===== config.mk =====
export PLATFORM = sky130hd
export DESIGN_NAME = vsynq_generator
export DESIGN_NICKNAME = d
export VERILOG_FILES = /design/src/rtl/vsynq_generator.sv
export SDC_FILE = /design/constraint.sdc
export NUM_CORES = 1
export LEC_CHECK = 0
export BUFFER_PORTS_ARGS = -buffer_cell sky130_fd_sc_hd__buf_2
export CAP_MARGIN = 20
export CELL_PAD_IN_SITES_DETAIL_PLACEMENT = 2
export CELL_PAD_IN_SITES_GLOBAL_PLACEMENT = 2
export CORE_MARGIN = 2
export CORE_UTILIZATION = 31
export DETAILED_ROUTE_END_ITERATION = 6
export MAX_ROUTING_LAYER = met4
export PLACE_DENSITY = 0.77
export SLEW_MARGIN = 20
export SYNTH_ARGS = -nofsm -noshare
export SYNTH_HDL_FRONTEND = slang
export SYNTH_SLANG_ARGS = --single-unit
export TNS_END_PERCENT = 20

===== constraint.sdc =====
create_clock -name clk -period 3.3 [get_ports clk]
set_input_delay 0.33 -clock clk [delete_from_list [all_inputs] [get_ports clk]]
set_output_delay 0.33 -clock clk [all_outputs]
set_load 0.02 [all_outputs]

===== src/rtl/vsynq_generator.sv =====
// vsynq_generator
// Vertical timing stage of the VGA controller. Detects falling edges of the
// horizontal sync to count lines, walks the vertical sync / back porch /
// display / front porch phases and drives vsynq, vdisplay, row, frame_start
// and the combined display enable.
//
// Optional feature: define VSYNQ_FRAME_CNT_EN to build an 8-bit wrapping
// frame counter on frame_cnt; otherwise frame_cnt is tied to zero.
module vsynq_generator #(
   parameter int SYNC_LINES = 2,
   parameter int BP_LINES   = 29,
   parameter int DISP_LINES = 480,
   parameter int FP_LINES   = 10,
   parameter int ROW_W      = 10
) (
   input  logic             clk,
   input  logic             reset,
   input  logic             hsynq,
   input  logic             hdisplay,
   output logic             vsynq,
   output logic             vdisplay,
   output logic             display,
   output logic [ROW_W-1:0] row,
   output logic             frame_start,
   output logic [7:0]       frame_cnt
);

   // Line counter must hold the longest phase length minus one.
   localparam int MAX_AB  = (SYNC_LINES > BP_LINES) ? SYNC_LINES : BP_LINES;
   localparam int MAX_CD  = (DISP_LINES > FP_LINES) ? DISP_LINES : FP_LINES;
   localparam int MAX_LEN = (MAX_AB > MAX_CD) ? MAX_AB : MAX_CD;
   localparam int LC_W    = (MAX_LEN > 1) ? $clog2(MAX_LEN) : 1;

   typedef enum logic [1:0] {
      V_SYNC = 2'd0,
      V_BP   = 2'd1,
      V_DISP = 2'd2,
      V_FP   = 2'd3
   } vstate_e;

   vstate_e           state_q, state_d;
   logic [LC_W-1:0]   line_cnt_q, line_cnt_d;
   logic              hs_prev_q;
   logic              vsynq_q, vsynq_d;
   logic              vdisplay_q, vdisplay_d;
   logic [ROW_W-1:0]  row_q, row_d;
   logic              frame_start_q, frame_start_d;
   logic              ls_s;
   logic              last_s;
   vstate_e           next_phase_s;

   // Line strobe: hsynq sampled high last cycle and low now.
   assign ls_s = hs_prev_q & ~hsynq;

   // Decode whether the current line is the last of its phase and which phase follows.
   always_comb begin
      last_s       = 1'b0;
      next_phase_s = V_SYNC;
      case (state_q)
         V_SYNC: begin
            last_s       = (line_cnt_q == LC_W'(SYNC_LINES - 1));
            next_phase_s = V_BP;
         end
         V_BP: begin
            last_s       = (line_cnt_q == LC_W'(BP_LINES - 1));
            next_phase_s = V_DISP;
         end
         V_DISP: begin
            last_s       = (line_cnt_q == LC_W'(DISP_LINES - 1));
            next_phase_s = V_FP;
         end
         V_FP: begin
            last_s       = (line_cnt_q == LC_W'(FP_LINES - 1));
            next_phase_s = V_SYNC;
         end
         default: begin
            last_s       = 1'b1;
            next_phase_s = V_SYNC;
         end
      endcase
   end

   // Next phase / line count on each strobe, and the registered output values for that phase.
   always_comb begin
      state_d       = state_q;
      line_cnt_d    = line_cnt_q;
      frame_start_d = 1'b0;
      if (ls_s) begin
         if (last_s) begin
            state_d    = next_phase_s;
            line_cnt_d = {LC_W{1'b0}};
         end else begin
            line_cnt_d = line_cnt_q + LC_W'(1);
         end
         frame_start_d = (state_q == V_FP) && (next_phase_s == V_SYNC) && last_s;
      end else begin
         state_d    = state_q;
         line_cnt_d = line_cnt_q;
      end
      vsynq_d    = (state_d != V_SYNC);
      vdisplay_d = (state_d == V_DISP);
      if (state_d == V_DISP) begin
         row_d = ROW_W'(line_cnt_d);
      end else begin
         row_d = {ROW_W{1'b0}};
      end
   end

   // Phase, line counter, edge-detect history and registered outputs.
   always_ff @(posedge clk) begin
      if (reset) begin
         state_q       <= V_FP;
         line_cnt_q    <= LC_W'(FP_LINES - 1);
         hs_prev_q     <= 1'b0;
         vsynq_q       <= 1'b1;
         vdisplay_q    <= 1'b0;
         row_q         <= {ROW_W{1'b0}};
         frame_start_q <= 1'b0;
      end else begin
         state_q       <= state_d;
         line_cnt_q    <= line_cnt_d;
         hs_prev_q     <= hsynq;
         vsynq_q       <= vsynq_d;
         vdisplay_q    <= vdisplay_d;
         row_q         <= row_d;
         frame_start_q <= frame_start_d;
      end
   end

`ifdef VSYNQ_FRAME_CNT_EN
   logic [7:0] frame_cnt_q, frame_cnt_d;

   // Frame counter steps together with the frame_start pulse and wraps naturally.
   always_comb begin
      if (frame_start_d) begin
         frame_cnt_d = frame_cnt_q + 8'd1;
      end else begin
         frame_cnt_d = frame_cnt_q;
      end
   end

   // Frame counter register.
   always_ff @(posedge clk) begin
      if (reset) begin
         frame_cnt_q <= 8'd0;
      end else begin
         frame_cnt_q <= frame_cnt_d;
      end
   end

   assign frame_cnt = frame_cnt_q;
`else
   assign frame_cnt = 8'd0;
`endif

   assign vsynq       = vsynq_q;
   assign vdisplay    = vdisplay_q;
   assign row         = row_q;
   assign frame_start = frame_start_q;
   assign display     = hdisplay & vdisplay_q;

endmodule

# Yosys cells after proc, flatten, opt, wreduce, memory -nomap -nowiden
# Cells that the tools add are included.
dict set report totals {
  memories 0
  mem_bits_ro 0
  regBits 25
  latchBits 0
  out_inout_bits 22
  ram_bits 0
}
dict set report op_classes {
  n_shift 0
  bitwise_logic 5
  mul 0
  magnitude_cmp 0
  addsub 1
  div_mod_pow 0
  reduce_logical 7
  n_eq_ne 8
  mux 6
}
# cell count
set ops {}
lappend ops {{9-bit 2-to-1 mux} 2}
lappend ops {{9-bit by 1-bit adder with 9-bit output (second input constant)} 1}
lappend ops {{9-bit by 1-bit == test with 1-bit output (second input constant)} 1}
lappend ops {{9-bit by 4-bit == test with 1-bit output (second input constant)} 1}
lappend ops {{9-bit by 5-bit == test with 1-bit output (second input constant)} 1}
lappend ops {{9-bit == test (second input constant)} 1}
lappend ops {{2-bit one-hot mux with 4 select lines} 1}
lappend ops {{2-bit == test (second input constant)} 3}
lappend ops {{2-bit logical NOT} 2}
lappend ops {{2-bit 2-to-1 mux} 2}
lappend ops {{1-bit one-hot mux with 4 select lines} 1}
lappend ops {{2-bit OR reduction} 2}
lappend ops {{1-bit NOT} 3}
lappend ops {{1-bit bitwise AND} 2}
lappend ops {{2-bit by 1-bit == test with 1-bit output (second input constant)} 1}
lappend ops {{1-bit logical AND} 2}
lappend ops {{2-bit nonzero test} 1}

# Longest topological paths before layout
dict set report logic_depth {
  ltp_word 7
  ltp_mapped 7
}

# Worst setup path before layout
# OpenSTA, ideal clock, no wires.
dict set report synth_path {
  path_type {reg-to-reg}
  start {reg state_q[0]}
  end {reg vdisplay_q (netlist: vdisplay)}
  n_path_buf 0
  t_required_ns 3.186
  setup_time_ns 0.114
  arrival_time_ns 2.164
  stages_incl_launch_ff 7
  slack_ns 1.021
  period_less_slack_ns 2.279
  cell_sequence {dfxtp_1 > inv_1 > ha_1 > or3_1 > a2111o_1 > o31ai_4 > a21bo_1}
}
dict set report synth_via {
  elab_chain_cells 5
  word_cells_on_any_way 9
  classes_between {eq/ne: 4; mux: 4; reduce/logical: 1}
}
# item line
set synth_rtl {}
lappend synth_rtl {{start, declared} 41} ;# vstate_e state_q, state_d;
lappend synth_rtl {{start signal, assigned} 120} ;# state_q <= state_d;
lappend synth_rtl {{2-bit == test (tied with other cells)} 59} ;# case (state_q)
lappend synth_rtl {{2-bit one-hot mux with 4 select lines or 1-bit one-hot mux with 4 select lines (tied branches)} 59}
lappend synth_rtl {{2-bit 2-to-1 mux} 89} ;# if (last_s) begin
lappend synth_rtl {{2-bit 2-to-1 mux *} 88} ;# if (ls_s) begin
lappend synth_rtl {{2-bit == test *} 101} ;# vdisplay_d = (state_d == V_DISP);
lappend synth_rtl {{end signal, assigned} 124} ;# vdisplay_q <= vdisplay_d;
lappend synth_rtl {{end, declared} 45} ;# logic vdisplay_q, vdisplay_d;
# Every way passes the cells marked *; elsewhere a longest branch is shown, timed or not.
# A chain may end at the register's enable or synchronous reset.

# Final worst setup path
dict set report layout_path {
  start {reg state_q[1]}
  end {reg state_q[1]}
}
dict set report layout_via {
  elab_chain_cells 4
  word_cells_on_any_way 8
  classes_between {eq/ne: 3; mux: 4; reduce/logical: 1}
}
# item line
set layout_rtl {}
lappend layout_rtl {{2-bit == test (tied with other cells)} 59}
lappend layout_rtl {{2-bit one-hot mux with 4 select lines or 1-bit one-hot mux with 4 select lines (tied branches)} 59}
lappend layout_rtl {{2-bit 2-to-1 mux} 89}
lappend layout_rtl {{2-bit 2-to-1 mux *} 88}
# Marks and branches as above.

==> results by group <==
Route
  • Vias per Instance: 4.70
  • DR iter-0 viols: 16
  • Wire per inst: 14.1 µm
  • # DRC: 0
  • Post-DRT Antenna Nets: 0
  • Post-Route WL: 2.53 mm
  • First-pass iteration count of the detailed router: 4
  • Via count: 842

Min path
  • Hold crit path type: primary input to register
  • Hold Path Stages: 2

Critical path
  • Crit. End Element: register
  • Worst EP arrival: 2.95 ns
  • CP max FO: 8
  • Flop2flop setup slack: 0.61 ns
  • Worst Path Required: 3.56 ns
  • Reg2Reg Depth: 7
  • CP Class: register to register
  • Worst setup SP type: register

Floorplanning
  • Die height: 63.9 µm
  • Die width: 63.9 µm
  • Core Box Area: 0.00339 mm²
  • Initial Utilization: 0.328
  • Ports: 26
  • Die area: 0.00408 mm²
  • Row cnt: 21

Logic synthesis
  • Post-Synth Simple-Gate Area: 0.231
  • Synth top cells by count: dfxtp_1 (24), nor2_1 (12), buf_4 (10)
  • Xor and xnor area share after synthesis: 0.0709
  • Multiplexer area fraction after synthesis: 0.0360
  • Synth Instances: 117
  • Syn avg cell area: 9.51 µm²
  • Cell taking the most area after synthesis: dfxtp_1
  • Compound-Gate Fraction of Synth Area: 0.0799
  • Ys Warns: 0
  • Async SR Flop Fraction: 0
  • Post-synth EDFFs: 0
  • #FFs+latches synth: 24
  • Post-synthesis cell type count: 34
  • Top_reg_cell synth: dfxtp_1
  • Dominant cells by area after synthesis: dfxtp_1 (43%), buf_4 (6.7%), ha_1 (5.6%)
  • Post-synth design cell area: 0.00111 mm²
  • Synth Area in Adders: 0.0562
  • Top-count cell post-synth: dfxtp_1
  • Post-synth top area share: 0.432
  • Sequential fraction of the synthesis area: 0.432
  • Largest family of logic cells by synthesized area: simple AND/OR/NAND/NOR gates

Placed design
  • GP Congestion: 0.759
  • Placed insts: 175
  • Placed cell area: 0.00119 mm²
  • Hpwl dp: 1.98 mm
  • Pre-CTS setup slack: 0.621 ns
  • IO buf count: 16

Timing
  • Crit share post-route: 0.815
  • Final setup skew: 0.00465 ns
  • Slew headroom: 0.610
  • Slew Limit Fails: 0
  • Setup ws final: 0.611 ns
  • # setup viols final: 0
  • Fin. Hold Viols: 0
  • Setup TNS Final: 0 ns
  • Period minus WS final: 2.69 ns
  • Fmax: 372 MHz
  • Worst slew pin tran: 0.569 ns
  • RSZ-0062 raised after global routing: false

Status
  • Status: complete, no violations

Layout
  • Post-Route Utilization: 0.363
  • Final instance area: 0.00123 mm²
  • Inserted Diodes: 0
  • Area growth syn-to-layout: 10.6%
  • Fin cells: 179
  • Layout net count: 143
  • Share of cells above drive strength 1: 0.165

CTS
  • Clock sinks: 24
  • Clk slew on worst S/H paths: 0.13 ns
  • Skew-Pair Late Insertion Delay: 0.32 ns
  • Setup bufs post-CTS: 0
  • Root Buffer: clkbuf_4
  • Post-CTS Resized: 0
  • Inserted Clock Buffers: 3
  • CTS H-tree lvls: 1
  • TritonCTS clock tree: built
  • Hold buffers post-CTS: 0
  • Deepest clock path buffer count: 2

Pwr
  • Worst IR Drop VDD: 204 µV
  • Pwr dens: 437 mW/mm²
  • Leak: 0.000547 µW

Global route
  • Largest net degree at the start of global routing: 20
  • Initial antenna violation count: 0
  • Met2 usage: 0.234
  • Gr ovfl total: 0
  • Routing usage on met3: 0.0282
  • GRT Total Usage: 0.136
  • Global-route wire length before repair: 4.20 mm
  • Global route hottest layer: met2
  • Vias in the first global route: 889
  • Met1 global-route usage: 0.150

Job
  • Max-Cap Viols: 0
==> critical path, stage by stage (launching register included) <==
cell,delay [ns]
dfxtp_1,0.46
inv_1,0.11
ha_1,0.35
or3_1,0.38
a2111o_1,0.52
nor3_1,0.36
buf_4,0.25
mux2i_1,0.20
==> sequential cells by signal, summed over array words and instances, names as in the netlist <==
register     count
line_cnt_q       9
row              9
state_q          2
frame_start      1
hs_prev_q        1
vdisplay         1
vsynq            1
==> cell families after synthesis <==
group,Yosys count
DFF,24
buffers and inverters,15
and+or+nand+nor,48
adders and majority gates,5
other,1
xor gates and xnor gates,9
AOI/OAI and AO/OA,11
muxes,4
==> metal layers <==
| metal | part of all wire | up-vias |
|---|---|---|
| li1 | - | 418 |
| met1 | 0.44 | 403 |
| met4 | 0.020 | 0 |
| met2 | 0.50 | 15 |
| met3 | 0.038 | 6 |
| met5 | 0 | - |
==> worst paths after layout <==
path	endpoint	start
setup / recovery	state_q[1]	state_q[1]
hold / removal	hs_prev_q	hsynq
setup reg to reg	state_q[1]	state_q[1]
hold reg to reg	row[1]	line_cnt_q[1]
==> final cells by class <==
cell class,instances,area (µm²)
Timing Repair Buffer,17,87.6
Tap cell,46,57.6
Inverter,2,7.51
Clock buffer,4,36.3
Fill cell,389,2160
Multi-Input combinational cell,86,561
Sequential cell,24,480
==> stage by stage <==
step | hold WS (ns) | total power [µW]
final | 0.280 | 538
after global routing | 0.261 | 567
after CTS | 0.274 | 546
after detailed placement | 0.550 | 387
after global placement | 0.524 | 382
after floorplan | 0.458 | 376
==> cells in the final DEF (no fill, tap or decap), types with 4 or more instances in the layout <==
master   netlist  final
a21oi_1        4      4
buf_2          0     16
conb_1         1      9
dfxtp_1       24     24
ha_1           5      5
mux2i_1        4      4
nand2_1        7      7
nor2_1        12     12
nor3_1         9      9
xor2_1         6      6
==> where the power goes <==
part / total [µW] / switching, µW / internal (µW)
Clock: 158 / 90.9 / 67.6
Sequential: 305 / 7.95 / 297
Combinational: 74.3 / 49.4 / 25.0
Total: 538 / 148 / 390
Power figures use the tool's default switching activity.
